==> src/rtl/mole_round_scheduler_if.sv <==
// rtl/mole_round_scheduler_if.sv - control/status bundle between game controller and mole round scheduler
interface mole_round_scheduler_if #(
    parameter int UP_W = 10
);
    logic            start;
    logic            time_up;
    logic            full_clear_hit;
    logic            pause;
    logic            game_in_progress;
    logic            moles_visible;
    logic            mole_clk;
    logic [UP_W-1:0] up_ms_current;
    logic [3:0]      level;

    modport master (
        output start,
        output time_up,
        output full_clear_hit,
        output pause,
        input  game_in_progress,
        input  moles_visible,
        input  mole_clk,
        input  up_ms_current,
        input  level
    );

    modport slave (
        input  start,
        input  time_up,
        input  full_clear_hit,
        input  pause,
        output game_in_progress,
        output moles_visible,
        output mole_clk,
        output up_ms_current,
        output level
    );
endinterface

==> src/rtl/mole_round_scheduler.sv <==
// rtl/mole_round_scheduler.sv - mole up/down round sequencer with level-based up-window ramp
// Optional freeze on pause when MOLE_PAUSE_EN is defined.
module mole_round_scheduler #(
    parameter int CLKS_PER_MS      = 50000,
    parameter int UP_MS_START      = 1000,
    parameter int UP_MS_MIN        = 400,
    parameter int STEP_MS          = 100,
    parameter int DOWN_MS          = 500,
    parameter int ROUNDS_PER_LEVEL = 5
) (
    input  logic                  clk,
    input  logic                  rst,
    mole_round_scheduler_if.slave bus
);
    localparam int UP_W   = $clog2(UP_MS_START + 1);
    localparam int PS_W   = (CLKS_PER_MS > 1) ? $clog2(CLKS_PER_MS) : 1;
    localparam int MS_MAX = (UP_MS_START > DOWN_MS) ? UP_MS_START : DOWN_MS;
    localparam int MS_W   = $clog2(MS_MAX + 1);
    localparam int RND_W  = (ROUNDS_PER_LEVEL > 1) ? $clog2(ROUNDS_PER_LEVEL) : 1;

    typedef enum logic [1:0] {
        IDLE = 2'd0,
        UP   = 2'd1,
        DOWN = 2'd2,
        OVER = 2'd3
    } state_t;

    state_t           state_q, state_d;
    logic [PS_W-1:0]  presc_q, presc_d;
    logic [MS_W-1:0]  ms_q, ms_d;
    logic [RND_W-1:0] round_q, round_d;
    logic [3:0]       level_q, level_d;
    logic [UP_W-1:0]  up_ms_q, up_ms_d;
    logic             gip_q, gip_d;
    logic             visible_q, visible_d;
    logic             mole_clk_q, mole_clk_d;

    logic tick;
    logic in_round;
    logic frozen;
    logic up_expire;
    logic down_expire;

    always_comb begin
        tick        = (presc_q == PS_W'(CLKS_PER_MS - 1));
        in_round    = (state_q == UP) || (state_q == DOWN);
        up_expire   = tick && (int'(ms_q) == int'(up_ms_q) - 1);
        down_expire = tick && (int'(ms_q) == DOWN_MS - 1);
`ifdef MOLE_PAUSE_EN
        frozen      = bus.pause && in_round;
`else
        frozen      = 1'b0;
`endif
    end

    always_comb begin
        state_d = state_q;
        presc_d = presc_q;
        ms_d    = ms_q;
        round_d = round_q;
        level_d = level_q;
        up_ms_d = up_ms_q;

        // time_up outranks full_clear_hit, which outranks pause and timer expiry
        case (state_q)
            IDLE: begin
                if (bus.start) begin
                    state_d = UP;
                end
            end
            UP: begin
                if (bus.time_up) begin
                    state_d = OVER;
                end else if (bus.full_clear_hit) begin
                    state_d = DOWN;
                end else if (!frozen && up_expire) begin
                    state_d = DOWN;
                end
            end
            DOWN: begin
                if (bus.time_up) begin
                    state_d = OVER;
                end else if (!frozen && down_expire) begin
                    state_d = UP;
                    if (round_q == RND_W'(ROUNDS_PER_LEVEL - 1)) begin
                        round_d = '0;
                        if (level_q != 4'hF) begin
                            level_d = level_q + 4'd1;
                        end
                        // Clamp before subtracting so the window never wraps below the floor
                        if (int'(up_ms_q) >= UP_MS_MIN + STEP_MS) begin
                            up_ms_d = up_ms_q - UP_W'(STEP_MS);
                        end else begin
                            up_ms_d = UP_W'(UP_MS_MIN);
                        end
                    end else begin
                        round_d = round_q + RND_W'(1);
                    end
                end
            end
            default: begin
                state_d = OVER;
            end
        endcase

        if (state_d != state_q) begin
            presc_d = '0;
            ms_d    = '0;
        end else if (in_round && !frozen) begin
            if (tick) begin
                presc_d = '0;
                ms_d    = ms_q + MS_W'(1);
            end else begin
                presc_d = presc_q + PS_W'(1);
            end
        end

        gip_d      = ((state_d == UP) || (state_d == DOWN)) && !(frozen && (state_d == state_q));
        visible_d  = (state_d == UP);
        mole_clk_d = (state_d == UP) && (state_q != UP);
    end

    always_ff @(posedge clk) begin
        if (rst) begin
            state_q    <= IDLE;
            presc_q    <= '0;
            ms_q       <= '0;
            round_q    <= '0;
            level_q    <= 4'd0;
            up_ms_q    <= UP_W'(UP_MS_START);
            gip_q      <= 1'b0;
            visible_q  <= 1'b0;
            mole_clk_q <= 1'b0;
        end else begin
            state_q    <= state_d;
            presc_q    <= presc_d;
            ms_q       <= ms_d;
            round_q    <= round_d;
            level_q    <= level_d;
            up_ms_q    <= up_ms_d;
            gip_q      <= gip_d;
            visible_q  <= visible_d;
            mole_clk_q <= mole_clk_d;
        end
    end

    assign bus.game_in_progress = gip_q;
    assign bus.moles_visible    = visible_q;
    assign bus.mole_clk         = mole_clk_q;
    assign bus.up_ms_current    = up_ms_q;
    assign bus.level            = level_q;
endmodule
==> src/flat_wrapper.sv <==
// flat-port wrapper written by rule: the top's interface ports become plain ports
module mole_round_scheduler_flat 
#(
    parameter int CLKS_PER_MS      = 50000,
    parameter int UP_MS_START      = 1000,
    parameter int UP_MS_MIN        = 400,
    parameter int STEP_MS          = 100,
    parameter int DOWN_MS          = 500,
    parameter int ROUNDS_PER_LEVEL = 5
)
  (clk, rst, bus_start, bus_time_up, bus_full_clear_hit, bus_pause, bus_game_in_progress, bus_moles_visible, bus_mole_clk, bus_up_ms_current, bus_level);
  mole_round_scheduler_if bus_i ();
  input  logic clk;
  input  logic rst;
  input wire logic [$bits(bus_i.start)-1:0] bus_start;
  input wire logic [$bits(bus_i.time_up)-1:0] bus_time_up;
  input wire logic [$bits(bus_i.full_clear_hit)-1:0] bus_full_clear_hit;
  input wire logic [$bits(bus_i.pause)-1:0] bus_pause;
  output wire logic [$bits(bus_i.game_in_progress)-1:0] bus_game_in_progress;
  output wire logic [$bits(bus_i.moles_visible)-1:0] bus_moles_visible;
  output wire logic [$bits(bus_i.mole_clk)-1:0] bus_mole_clk;
  output wire logic [$bits(bus_i.up_ms_current)-1:0] bus_up_ms_current;
  output wire logic [$bits(bus_i.level)-1:0] bus_level;
  assign bus_i.start = bus_start;
  assign bus_i.time_up = bus_time_up;
  assign bus_i.full_clear_hit = bus_full_clear_hit;
  assign bus_i.pause = bus_pause;
  assign bus_game_in_progress = bus_i.game_in_progress;
  assign bus_moles_visible = bus_i.moles_visible;
  assign bus_mole_clk = bus_i.mole_clk;
  assign bus_up_ms_current = bus_i.up_ms_current;
  assign bus_level = bus_i.level;
  mole_round_scheduler #(.CLKS_PER_MS(CLKS_PER_MS), .UP_MS_START(UP_MS_START), .UP_MS_MIN(UP_MS_MIN), .STEP_MS(STEP_MS), .DOWN_MS(DOWN_MS), .ROUNDS_PER_LEVEL(ROUNDS_PER_LEVEL)) u_core (.clk(clk), .rst(rst), .bus(bus_i));
endmodule
==> config.mk <==
export PLATFORM = sky130hd
export DESIGN_NAME = mole_round_scheduler_flat
export DESIGN_NICKNAME = d
export VERILOG_FILES = /design/src/rtl/mole_round_scheduler_if.sv /design/src/rtl/mole_round_scheduler.sv /design/src/flat_wrapper.sv
export SDC_FILE = /design/constraint.sdc
export NUM_CORES = 1
export LEC_CHECK = 0
export CAP_MARGIN = 5
export CORE_MARGIN = 2
export CORE_UTILIZATION = 58
export CTS_CLUSTER_DIAMETER = 50
export DETAILED_ROUTE_END_ITERATION = 8
export PLACE_DENSITY = 0.77
export SYNTH_ARGS = -nofsm -noshare
export SYNTH_HDL_FRONTEND = slang
export SYNTH_SLANG_ARGS = --single-unit
==> constraint.sdc <==
create_clock -name clk -period 3.49 [get_ports clk]
set_clock_uncertainty 0.2 [all_clocks]
set_input_delay 0.349 -clock clk [delete_from_list [all_inputs] [get_ports clk]]
set_output_delay 0.349 -clock clk [all_outputs]
set_load 0.05 [all_outputs]
==> flow_metrics.py, run 1 <==
metrics = {
    "final_layout": {
        "n_fill_cell": 370,
        "nNetsFinal": 344,
        "drive_above_1_share_pct": 7.669,
        "diodes": 0,
        "area_delta_synth_final_pct": 9.764,
        "fin_cells": 378,
    },
    "setup_path": {
        "crit_end": "u_core.bus.mole_clk",
        "cp-end-kind": "flip-flop",
        "crit_arrival_ns": 2.90,
        "critPathRequiredTime_ns": 3.48,
        "rr_startpoint": "u_core.presc_q[3]",
        "path_max_fanout": 8,
        "start_kind": "flip-flop",
        "r2r_cells": 8,
        "r2r_end": "u_core.bus.mole_clk",
        "path_class": "reg -> reg",
        "crit_path_start": "u_core.presc_q[3]",
        "rrSetupSlack_ns": 0.58,
    },
    "cts": {
        "post_cts_resize_count": 0,
        "cts_hold_buf": 0,
        "cts_root_buf": "clkbuf_8",
        "path_clk_slew_ns": 0.09,
        "cts_max_level": 2,
        "clock-sinks": 46,
        "cts_tree": "built",
        "cts_buffers": 5,
        "clk_latency_ns": 0.30,
        "cts_setup_buffers": 0,
        "cts_max_path_buffers": 2,
    },
    "synthesis": {
        "synth_top_area_share_pct": 34.06,
        "syn_area_um2": 2704,
        "synth.distinct_cells": 64,
        "synth_top_family_by_area": "simple AND/OR/NAND/NOR gates",
        "synthXorXnorAreaFrac_pct": 11.52,
        "synth-simple-area-share_pct": 29.20,
        "synth.area.top_cells": "dfxtp_1 (34%), xor2_1 (6.8%), ha_1 (6.0%)",
        "synth-compound-area-share_pct": 11.85,
        "async_flop_share_pct": 0,
        "yosys.area.top_type": "dfxtp_1",
        "ys.flop_type": "dfxtp_1",
        "ys.warnings.count": 0,
        "synthAdderAreaFrac_pct": 6.016,
        "syn-instance-count": 312,
        "synth_enable_flop_cells": 0,
        "synthMuxAreaShare_pct": 1.111,
        "synth_seq_cells": 46,
        "post_synth.cell_area_avg_um2": 8.666,
        "ys_seq_area_share_pct": 34.06,
    },
    "run_status": {
        "outcome": "finished clean",
    },
    "detailed_routing": {
        "dr.pass1.iters": 4,
        "drtIter0Drc": 113,
        "vias": 2239,
        "detail-route-antenna-nets": 0,
        "post_drt_wl_per_cell_um": 14.54,
        "post-route-drc-count": 0,
        "wirelength_um": 5496,
        "via_per_inst": 5.923,
    },
    "global_route": {
        "grt_max_degree": 27,
        "grtUsageTotal_pct": 23.30,
        "antenna_found_initial": 0,
        "grt_pass1_wl_um": 9722,
        "globalRoute.totalOverflow": 0,
        "grt_pass1_vias": 2096,
    },
    "sta": {
        "final.setup.tns_ns": 0,
        "relSlewSlack_pct": 61.93,
        "tightest_slew_ns": 0.5636,
        "hold_viol_final": 0,
        "fin_crit_sh_pct": 83.28,
        "maxSlewViolCount": 0,
        "rsz0062_at_grt": "no",
        "min_period_ns": 2.906,
        "fmax_mhz": 344.1,
        "holdWs_ns": 0.2835,
        "finalSetupViolations": 0,
    },
    "die": {
        "dieArea_um2": 5224,
        "die_w_um": 72.28,
        "num_rows": 24,
        "core_area_um2": 4414,
        "floorplan.initialDensity_pct": 61.25,
        "io_pins": 23,
        "die_height_um": 72.28,
    },
    "power_and_ir_drop": {
        "total_leakage_power_nw": 1.115,
        "power_mw": 1.405,
        "p_per_area_nw_per_um2": 473.4,
        "ir_drop_v": 0.0002706,
    },
    "hold_path": {
        "hp-class": "reg -> reg",
    },
    "place": {
        "numPlacedInstances": 370,
        "gp_congestion": 0.8524,
        "dp_hpwl_um": 3879,
        "port_buffers": 19,
    },
    "job": {
        "max_cap_violations": 0,
    },
}
==> worst min path at each step <==
stage | from | to | cells after the start
6_report | u_core.round_q[2] | u_core.round_q[2] | 2
5_1_grt | u_core.round_q[2] | u_core.round_q[2] | 2
4_1_cts | u_core.round_q[2] | u_core.round_q[2] | 2
3_5_place_dp | u_core.round_q[2] | u_core.round_q[2] | 2
3_3_place_gp | u_core.round_q[2] | u_core.round_q[2] | 2
2_1_floorplan | rst | u_core.bus.up_ms_current[4] | 1
==> cell type report <==
cell class / count / area [um^2] / area share (%)
Clock inverter: 2 / 12.51 / 0.4216
Clock buffer: 6 / 82.58 / 2.782
Inverter: 14 / 52.55 / 1.771
Timing Repair Buffer: 22 / 212.7 / 7.167
Multi-Input combinational cell: 236 / 1622 / 54.64
Tap cell: 52 / 65.06 / 2.192
Sequential cell: 46 / 920.9 / 31.03
==> cells by family after synthesis <==
family	count (synthesis)
and+or+nand+nor	138
AOI/OAI and AO/OA	46
DFF	46
xor gates and xnor gates	34
buffers and inverters	31
adders and majority gates	13
muxes	3
other	1
==> cells in the final DEF (no fill, tap or decap), types with 8 or more instances in the layout <==
master	n
nor2_1	17
clkdlybuf4s50_1	19
a21oi_1	11
xor2_1	21
nand2_1	21
nand3_1	16
dfxtp_1	46
and3_1	8
ha_1	13
xnor2_1	12
inv_1	14
nor3_1	25
==> synth_stat cells (5+ instances only) <==
| library cell | count |
|---|---|
| a21oi_1 | 11 |
| clkbuf_1 | 5 |
| inv_1 | 14 |
| xnor2_1 | 12 |
| buf_2 | 5 |
| and3_1 | 8 |
| nor2_1 | 17 |
| dfxtp_1 | 46 |
| ha_1 | 13 |
| nor4_1 | 7 |
| nand4_1 | 7 |
| nand3_1 | 16 |
| nor3_1 | 25 |
| nand2_1 | 21 |
| o21ai_0 | 7 |
| xor2_1 | 21 |
==> power breakdown <==
part,switching (mW),internal (mW)
registers,0.0299,0.554
clock network,0.181,0.159
logic,0.319,0.162
==> flip-flops by register name (all words and copies together) (netlist names) <==
| signal | count |
|---|---|
| u_core.ms_q | 10 |
| u_core.bus.level | 4 |
| u_core.bus.up_ms_current | 8 |
| u_core.presc_q | 16 |
| u_core.bus.mole_clk | 1 |
| u_core.bus.game_in_progress | 1 |
| u_core.bus.moles_visible | 1 |
| u_core.state_q | 2 |
| u_core.round_q | 3 |
==> critical path, cell delays in order (launching register included) <==
cell	delay, ns
dfxtp_1	0.41
or4b_4	0.50
nor4_4	0.45
nor4b_2	0.27
o2111ai_1	0.22
a32o_1	0.32
ha_1	0.18
nor2b_1	0.12
nor2b_1	0.12
==> metrics by stage <==
| step | instance area [um^2] | utilization [%] | setup slack [ns] |
|---|---|---|---|
| 6_report | 2968 | 67.23 | 0.5836 |
| 5_1_grt | 2968 | 67.23 | 0.3741 |
| 4_1_cts | 2968 | 67.23 | 0.5702 |
| 3_5_place_dp | 2873 | 65.08 | 0.5964 |
| 3_3_place_gp | 2873 | 65.08 | 0.6082 |
| 2_1_floorplan | 2708 | - | 0.3391 |
==> per-layer routing <==
metal	vias up	track usage, %	share of wire (%)
li1	1147	-	-
met1	1043	32.95	50
met2	39	35.47	45
met3	10	4.583	3.6
met4	0	8.176	1.6
met5	-	0	0
No activity file was read; power rests on OpenSTA's default activity.
==> run 2: changes to the inputs <==
clock period = 3 ns   (was 3.49 ns; I/O delays follow)
==> run 2 against run 1 <==
Non-clock buffer count grew 6. Power is 23% higher. Cell count rose by 1.6%. Sequential share of layout area shrank 0.62 points. Setup slack got worse by 0.48 ns. Flip-flop and latch count stayed put. Critical endpoint unchanged.
==> flow_metrics.py, run 2 (synthesized netlist as in run 1, its figures left out) <==
metrics = {
    "place": {
        "place_ws_ns": 0.1438,
        "dp_hpwl_um": 4062,
        "port_buffers": 19,
        "numPlacedInstances": 376,
        "gp_congestion": 0.8824,
    },
    "cts": {
        "cts_setup_buffers": 0,
        "cts_max_path_buffers": 2,
        "clock-sinks": 46,
        "cts_buffers": 5,
        "cts_hold_buf": 0,
        "cts_max_level": 2,
        "path_clk_slew_ns": 0.09,
        "clk_latency_ns": 0.31,
        "cts_root_buf": "clkbuf_8",
        "cts_tree": "built",
        "post_cts_resize_count": 0,
    },
    "sta": {
        "relSlewSlack_pct": 64.09,
        "setup_slack_ns": 0.1003,
        "final.setup.tns_ns": 0,
        "fmax_mhz": 344.9,
        "min_period_ns": 2.900,
        "finalSetupViolations": 0,
        "tightest_slew_ns": 0.5317,
        "hold_viol_final": 0,
        "maxSlewViolCount": 0,
        "fin_crit_sh_pct": 96.66,
        "rsz0062_at_grt": "no",
    },
    "global_route": {
        "grtUsageTotal_pct": 23.63,
        "grt_max_degree": 27,
        "antenna_found_initial": 0,
        "grt_pass1_vias": 2164,
        "grt_pass1_wl_um": 9825,
        "globalRoute.totalOverflow": 0,
    },
    "final_layout": {
        "regMostFlops": "u_core.presc_q",
        "final_common_cell": "dfxtp_1",
        "layout_common_cells": "dfxtp_1 (45), nor3_1 (25), xor2_1 (21), nand2_1 (21), clkdlybuf4s50_1 (19)",
        "area_delta_synth_final_pct": 12.17,
        "fin_util_pct": 68.71,
        "nNetsFinal": 350,
        "diodes": 0,
        "fin_cells": 384,
        "drive_above_1_share_pct": 9.639,
        "largest_reg_flops": 16,
    },
    "power_and_ir_drop": {
        "pwr-share-comb_pct": 34.5,
        "p_per_area_nw_per_um2": 570.7,
        "total_leakage_power_nw": 1.148,
        "p_sw_share_pct": 36.87,
        "power.share.clock_pct": 27.0,
        "p_switching_mw": 0.6383,
        "power_mw": 1.731,
        "p_int_mw": 1.093,
        "ir_drop_v": 0.0003212,
        "seqPwrFrac_pct": 38.5,
    },
    "setup_path": {
        "start_kind": "flip-flop",
        "path_class": "reg -> reg",
        "slowest_delay_ns": 0.51,
        "cp-end-kind": "flip-flop",
        "crit_chain": "or4b_4, nor4_4, nor4b_2, o2111ai_1, a32o_1, ha_1, nor2b_1, nor2b_1",
        "crit_top_cell": "nor2b_1",
        "path_max_fanout": 5,
        "slowest_stage": "or4b_4",
        "critPathRequiredTime_ns": 3.00,
        "crit_arrival_ns": 2.90,
    },
    "job": {
        "max_cap_violations": 0,
    },
    "die": {
        "core_area_um2": 4414,
        "die_w_um": 72.28,
        "io_pins": 23,
        "num_rows": 24,
        "floorplan.initialDensity_pct": 61.25,
        "dieArea_um2": 5224,
        "die_height_um": 72.28,
    },
    "detailed_routing": {
        "wirelength_um": 5690,
        "post-route-drc-count": 0,
        "post_drt_wl_per_cell_um": 14.82,
        "detail-route-antenna-nets": 0,
        "via_per_inst": 6.000,
        "dr.pass1.iters": 4,
        "vias": 2304,
        "drtIter0Drc": 145,
    },
    "hold_path": {
        "hp-class": "reg -> reg",
    },
    "run_status": {
        "outcome": "finished clean",
    },
}
[run 2: through the flow]
step / hold slack, ns / cell area, um^2
after floorplan: 0.1721 / 2709
after global placement: 0.2504 / 2919
after detailed placement: 0.2602 / 2919
after CTS: 0.2733 / 3033
after global routing: 0.3224 / 3033
final: 0.2740 / 3033
[run 2: layout make-up]
type | count | area (um^2)
clock inverter | 3 | 45.04
inverter | 14 | 52.55
timing repair buffer | 28 | 257.7
multi-input combinational | 236 | 1622
fill | 375 | 1381
clock buffer | 5 | 68.82
sequential | 46 | 922.1
tap | 52 | 65.06
[run 2: routing by layer]
layer | vias to the layer above | part of all wire, % | GRT usage [%] | wire length (um)
met3 | 10 | 5.6 | 4.167 | 317
li1 | 1154 | - | - | -
met1 | 1079 | 48 | 33.19 | 2746
met5 | - | 0 | 0 | 0
met4 | 0 | 1.8 | 9.644 | 103
met2 | 61 | 44 | 35.88 | 2523
[run 2: path summary, 6_finish.rpt]
check                    startpoint             endpoint  slack [ns]  cells after the start
hold / removal    u_core.round_q[2]    u_core.round_q[2]        0.27                      2
setup / recovery  u_core.presc_q[3]  u_core.bus.mole_clk        0.10                      8
hold reg to reg   u_core.round_q[2]    u_core.round_q[2]        0.27                      2
setup reg to reg  u_core.presc_q[3]  u_core.bus.mole_clk        0.10                      8
[run 2: power by group through the flow]
stage | logic, mW | registers [mW] | clock network [mW]
2_1_floorplan | 0.406 | 0.731 | 0
3_3_place_gp | 0.573 | 0.679 | 0
3_5_place_dp | 0.593 | 0.681 | 0
4_1_cts | 0.597 | 0.667 | 0.475
5_1_grt | 0.658 | 0.670 | 0.499
6_report | 0.596 | 0.667 | 0.468
[run 2: critical path, delay by kind of cell, from the launching register on]
family / cells / cell delay [ns]
AOI/OAI and AO/OA: 2 / 0.57
adders and majority gates: 1 / 0.20
DFF: 1 / 0.43
and+or+nand+nor: 5 / 1.38
